$ cat config.mk
export PLATFORM = sky130hd
export DESIGN_NAME = ir_assembler
export DESIGN_NICKNAME = d
export VERILOG_FILES = /design/src/rtl/ir_pkg.sv /design/src/rtl/ir_len_decode.sv /design/src/rtl/ir_assembler.sv
export SDC_FILE = /design/constraint.sdc
export NUM_CORES = 1
export LEC_CHECK = 0
export CAP_MARGIN = 20
export CORE_UTILIZATION = 58
export CTS_CLUSTER_SIZE = 20
export DETAILED_ROUTE_END_ITERATION = 10
export GPL_TIMING_DRIVEN = 0
export PLACE_DENSITY = 0.85
export SLEW_MARGIN = 20
export SYNTH_ARGS = -nofsm -noshare
export SYNTH_HDL_FRONTEND = slang
export SYNTH_SLANG_ARGS = --single-unit
$ cat constraint.sdc
create_clock -name clk -period 6.16 [get_ports clk]
set_clock_uncertainty 0.15 [all_clocks]
set_input_delay 0.616 -clock clk [delete_from_list [all_inputs] [get_ports clk]]
set_output_delay 0.616 -clock clk [all_outputs]
set_load 0.02 [all_outputs]
$ cat src/rtl/ir_pkg.sv
// Shared types and constants for the instruction register assembler and its decoder.
package ir_pkg;

    typedef enum logic {
        S_OPC,
        S_OPR
    } ir_state_e;

    // Length field lives in the low bits of the opcode byte.
    localparam int unsigned LEN_LSB = 0;
    localparam int unsigned LEN_W   = 2;

    // NOP opcode, also the value outputs take after flush/reset.
    localparam int unsigned NOP_OPC = 0;

endpackage

$ cat src/rtl/ir_len_decode.sv
// Combinational length-field decode of an opcode byte; clamps or traps lengths beyond MAX_OPS.
// IR_ILLEGAL_TRAP_EN selects trap (illegal one-byte instruction) instead of clamping.
module ir_len_decode
    import ir_pkg::*;
#(
    parameter int unsigned DATA_W  = 8,
    parameter int unsigned MAX_OPS = 2
) (
    input  logic [DATA_W-1:0] opc_byte,
    output logic [LEN_W-1:0]  len,
    output logic              illegal,
    output logic              zero_len
);

    localparam logic [LEN_W-1:0] MAX_LEN = LEN_W'(MAX_OPS);

    logic [LEN_W-1:0] raw;
    logic             unused_hi;

    assign raw       = opc_byte[LEN_LSB +: LEN_W];
    assign unused_hi = ^opc_byte[DATA_W-1:LEN_W];

    always_comb begin
`ifdef IR_ILLEGAL_TRAP_EN
        illegal = (raw > MAX_LEN);
        len     = illegal ? '0 : raw;
`else
        illegal = 1'b0;
        len     = (raw > MAX_LEN) ? MAX_LEN : raw;
`endif
        zero_len = (len == '0);
    end

endmodule

$ cat src/rtl/ir_assembler.sv
// Assembles opcode + 0..MAX_OPS operand bytes from busC into a one-entry output register.
// Build option: IR_ILLEGAL_TRAP_EN (see ir_len_decode).
module ir_assembler
    import ir_pkg::*;
#(
    parameter int unsigned DATA_W  = 8,
    parameter int unsigned OPC_W   = 5,
    parameter int unsigned MAX_OPS = 2
) (
    input  logic                      clk,
    input  logic                      rst,
    input  logic                      flush,
    input  logic [DATA_W-1:0]         bus_data,
    input  logic                      bus_valid,
    output logic                      bus_ready,
    output logic [OPC_W-1:0]          opcode,
    output logic [MAX_OPS*DATA_W-1:0] operands,
    output logic [1:0]                op_count,
    output logic                      illegal,
    output logic                      instr_valid,
    input  logic                      instr_ready
);

    localparam int unsigned OPS_W = MAX_OPS * DATA_W;

    ir_state_e         state_q, state_d;
    logic [1:0]        cnt_q, cnt_d;
    logic [OPC_W-1:0]  stg_opc_q, stg_opc_d;
    logic [1:0]        stg_len_q, stg_len_d;
    logic [OPS_W-1:0]  stg_ops_q, stg_ops_d;
    logic [OPC_W-1:0]  opcode_q, opcode_d;
    logic [OPS_W-1:0]  operands_q, operands_d;
    logic [1:0]        op_count_q, op_count_d;
    logic              illegal_q, illegal_d;
    logic              valid_q, valid_d;

    logic [1:0]        dec_len;
    logic              dec_illegal, dec_zero;
    logic              completing, xfer;
    logic [OPS_W-1:0]  ops_ins;

    ir_len_decode #(
        .DATA_W  (DATA_W),
        .MAX_OPS (MAX_OPS)
    ) u_len_decode (
        .opc_byte (bus_data),
        .len      (dec_len),
        .illegal  (dec_illegal),
        .zero_len (dec_zero)
    );

    always_ff @(posedge clk or posedge rst) begin
        if (rst) begin
            state_q    <= S_OPC;
            cnt_q      <= '0;
            stg_opc_q  <= '0;
            stg_len_q  <= '0;
            stg_ops_q  <= '0;
            opcode_q   <= OPC_W'(NOP_OPC);
            operands_q <= '0;
            op_count_q <= '0;
            illegal_q  <= 1'b0;
            valid_q    <= 1'b0;
        end else begin
            state_q    <= state_d;
            cnt_q      <= cnt_d;
            stg_opc_q  <= stg_opc_d;
            stg_len_q  <= stg_len_d;
            stg_ops_q  <= stg_ops_d;
            opcode_q   <= opcode_d;
            operands_q <= operands_d;
            op_count_q <= op_count_d;
            illegal_q  <= illegal_d;
            valid_q    <= valid_d;
        end
    end

    always_comb begin
        state_d    = state_q;
        cnt_d      = cnt_q;
        stg_opc_d  = stg_opc_q;
        stg_len_d  = stg_len_q;
        stg_ops_d  = stg_ops_q;
        opcode_d   = opcode_q;
        operands_d = operands_q;
        op_count_d = op_count_q;
        illegal_d  = illegal_q;
        valid_d    = valid_q;

        ops_ins = stg_ops_q;
        for (int unsigned k = 0; k < MAX_OPS; k++) begin
            if (2'(k) == cnt_q) ops_ins[k*DATA_W +: DATA_W] = bus_data;
        end

        if (valid_q && instr_ready) valid_d = 1'b0;

        if (flush) begin
            state_d    = S_OPC;
            cnt_d      = '0;
            stg_opc_d  = '0;
            stg_len_d  = '0;
            stg_ops_d  = '0;
            opcode_d   = OPC_W'(NOP_OPC);
            operands_d = '0;
            op_count_d = '0;
            illegal_d  = 1'b0;
            valid_d    = 1'b0;
        end else if (xfer) begin
            unique case (state_q)
                S_OPC: begin
                    stg_opc_d = bus_data[DATA_W-1 -: OPC_W];
                    stg_len_d = dec_len;
                    stg_ops_d = '0;
                    cnt_d     = '0;
                    if (dec_zero) begin
                        opcode_d   = bus_data[DATA_W-1 -: OPC_W];
                        operands_d = '0;
                        op_count_d = '0;
                        illegal_d  = dec_illegal;
                        valid_d    = 1'b1;
                    end else begin
                        state_d = S_OPR;
                    end
                end
                S_OPR: begin
                    stg_ops_d = ops_ins;
                    cnt_d     = cnt_q + 2'd1;
                    if (completing) begin
                        opcode_d   = stg_opc_q;
                        operands_d = ops_ins;
                        op_count_d = stg_len_q;
                        illegal_d  = 1'b0;
                        valid_d    = 1'b1;
                        state_d    = S_OPC;
                        cnt_d      = '0;
                    end
                end
                default: ;
            endcase
        end
    end

    // Only a completing byte waits for room in the output register.
    always_comb begin
        completing = (state_q == S_OPC) ? dec_zero : (cnt_q == stg_len_q - 2'd1);
        bus_ready  = !flush && (!completing || !valid_q || instr_ready);
        xfer       = bus_valid && bus_ready;
    end

    assign opcode      = opcode_q;
    assign operands    = operands_q;
    assign op_count    = op_count_q;
    assign illegal     = illegal_q;
    assign instr_valid = valid_q;

endmodule

==> results.md <==
- Port bufs: 35
- # resized after CTS: 0
- Worst slew pin tran: 686 ps
- Met1 Use GR: 34.2%
- Fill cell count: 318
- Final Slew Violations: 0
- Setup TNS: 0 ps
- 1st-iter DRT viols: 82
- Vias in the first global route: 1870
- Net Sw Frac: 25.7%
- Total of max-cap violations: 0
- Reg clk slew, reported paths: 90 ps
- Pre-CTS setup slack: 2360 ps
- Crit start category: input port
- Hpwl dp: 3.98 mm
- Die ar.: 4800 um^2
- Distinct cells, synth: 38
- Post-synthesis cell area: 2630 um^2
- Post-Syn Nets: 251
- Crit path arrival time: 3040 ps
- Ranking of synthesized cells by area: dfrtp_1, mux2i_1, o32ai_2, o2bb2ai_1, nand2b_1
- Antenna-violating nets left: 0
- Clk Latency, worst-skew pair: 310 ps
- Tmin final: 3800 ps
- Pin count of the biggest net entering global routing: 31
- Leading area contributor after synthesis: dfrtp_1
- Power Dens Cells: 209 nW/um^2
- Rows: 24
- P_int: 0.492 mW
- Seq pwr share: 51.4%
- # clock sinks: 50
- Top post-synthesis cells by count: dfrtp_1, mux2i_1, inv_1
- Synthesized area per cell: 11.1 um^2
- Register area: 1250 um^2
- CTS Buffer Depth: 2
- Post-CTS setup buffers: 0
- RSZ-0062 raised after global routing: no
- NetSw: 0.170 mW
- Post-CTS Hold Fix Bufs: 0
- Rel. slew slack: 54.2%
- Grt met3 use: 5.23%
- GR Util All Layers: 24.9%
- Crit path max fanout: 10
- Top cell type's share of synthesized area: 47.7%
- Prevailing post-synth register cell: dfrtp_1
- Seq/Total Area, Yosys: 47.7%
- CTS tree: done
- Vias per inst: 5.78
- Period utilization: 61.7%
- Final net count: 294
- Area of the multi-input gates: 1190 um^2
- DRC: 0
- Global-route wire length before repair: 9.34 mm
- CP required: 5390 ps
- Combinational power share: 13.1%
- Final hold slack: 383 ps
- Final core utilization: 72.9%
- Clock share of power: 35.6%
- # setup viols final: 0
- Class of the worst hold path: reg2reg
- CP Class: in2out
- Endpoint type of the worst setup path: output pin
- Worst setup margin: 2360 ps
- Pre-antenna DRT Iters: 4
- Async SR Flop Fraction: 100%
- Die height: 69.3 um
- Share of layout cells above drive strength 1: 10.4%
- Area delta synth->final: 20.9%
- Fmax achieved: 0.263 GHz
- Chip Width: 69.3 um
- Detailed-route via count: 1920
- Final wirelength: 5.52 mm
- Pleak: 1.32 nW
- Global routing usage on met2: 39.2%
- Total gr overflow: 0
- EDFF count, synth: 0
- Initial Util: 60.3%
- Max VDD drop: 168 uV
- Core area: 4350 um^2
- Cell with the most instances after synthesis: dfrtp_1
- Root Buffer: clkbuf_8
- Synth warnings: 0
- Detailed-route wire length per cell: 16.6 um
- Outcome: completed
- Most crowded layer after global routing: met2
- Syn Inst Count: 236
- CTS H-Tree Depth: 2
- Clock buffer count from CTS: 5
- Initial antenna violation count: 0
- Seq cells post-synth: 50
- Final hold vios: 0
- GPL Wtd Cong: 0.805
- I/O Pins: 39
- Antenna cell count: 0
==> logic make-up after synthesis <==
group	after synthesis	share of synthesized area (%)
DFF	50	47.7
adders and majority gates	2	0.953
buffers and inverters	43	6.96
muxes	32	12.6
xor gates and xnor gates	1	0.620
AOI/OAI and AO/OA	52	20.0
and+or+nand+nor	55	11.1
other	1	0.143
==> metrics by stage <==
stage	total power, mW	cell area [um^2]	instances
2_1_floorplan	0.402	2630	236
3_5_place_dp	0.433	3060	324
4_1_cts	0.666	3170	332
6_report	0.662	3170	332
3_3_place_gp	0.430	3040	323
5_1_grt	0.685	3170	332
==> worst paths after layout <==
path | start | to | slack (ps) | depth (start not counted)
max in group asynchronous | rst | opcode[0] | 4840 | 3
setup / recovery | flush | bus_ready | 2360 | 6
hold / removal | stg_opc_q[0] | stg_opc_q[0] | 380 | 2
min in group asynchronous | rst | operands[15] | 490 | 2
hold reg to reg | stg_opc_q[0] | stg_opc_q[0] | 380 | 2
setup reg to reg | stg_len_q[1] | opcode[4] | 3990 | 5
==> critical path: stages <==
cell and delay, ps:
clkdlybuf4s50_1 530, clkbuf_1 410, clkbuf_1 400, clkbuf_1 430
nor2_1 90, clkdlybuf4s50_1 550
==> power by group through the flow <==
stage | logic [mW] | clock network, mW | registers [mW]
4_1_cts | 0.0872 | 0.239 | 0.340
5_1_grt | 0.0946 | 0.250 | 0.341
3_5_place_dp | 0.0868 | 0 | 0.347
2_1_floorplan | 0.0549 | 0 | 0.348
6_report | 0.0865 | 0.236 | 0.340
3_3_place_gp | 0.0841 | 0 | 0.346
==> placed cells by master, fill, tap and decap left out, drive strengths merged, types with 2 or more instances in the layout <==
master / Yosys / layout
o2bb2ai: 16 / 16
nand2b: 19 / 19
ha: 2 / 2
clkbuf: 10 / 15
inv: 24 / 25
buf: 9 / 10
mux2i: 27 / 27
o2111a: 2 / 2
dfrtp: 50 / 50
nor2b: 9 / 9
mux2: 5 / 5
a21oi: 2 / 2
o32ai: 18 / 18
clkdlybuf4s50: 0 / 35
or4: 2 / 2
o211a: 2 / 2
nand2: 4 / 4
nor2: 18 / 18
a2bb2oi: 2 / 2
==> routing by layer <==
metal  vias to the layer above  share of wire, %
met5                         -                 0
met4                         0               1.6
met3                        10               4.1
met2                        45                48
met1                       941                46
li1                        924                 -
==> layout make-up <==
cell class / instances / share of cell area (%)
Inverter: 24 / 2.84
Sequential cell: 50 / 39.4
Clock inverter: 3 / 1.38
Multi-Input combinational cell: 143 / 37.5
Timing Repair Buffer: 36 / 11.7
Tap cell: 52 / 2.05
Clock buffer: 5 / 2.17
Buffer: 19 / 2.92
==> state kept, by name (all words and copies together), names as in the netlist <==
| signal | flops |
|---|---|
| op_count | 2 |
| instr_valid | 1 |
| stg_ops_q | 16 |
| stg_len_q | 2 |
| state_q | 1 |
| cnt_q | 2 |
| opcode | 5 |
| operands | 16 |
| stg_opc_q | 5 |
No activity file was read; power rests on OpenSTA's default activity.
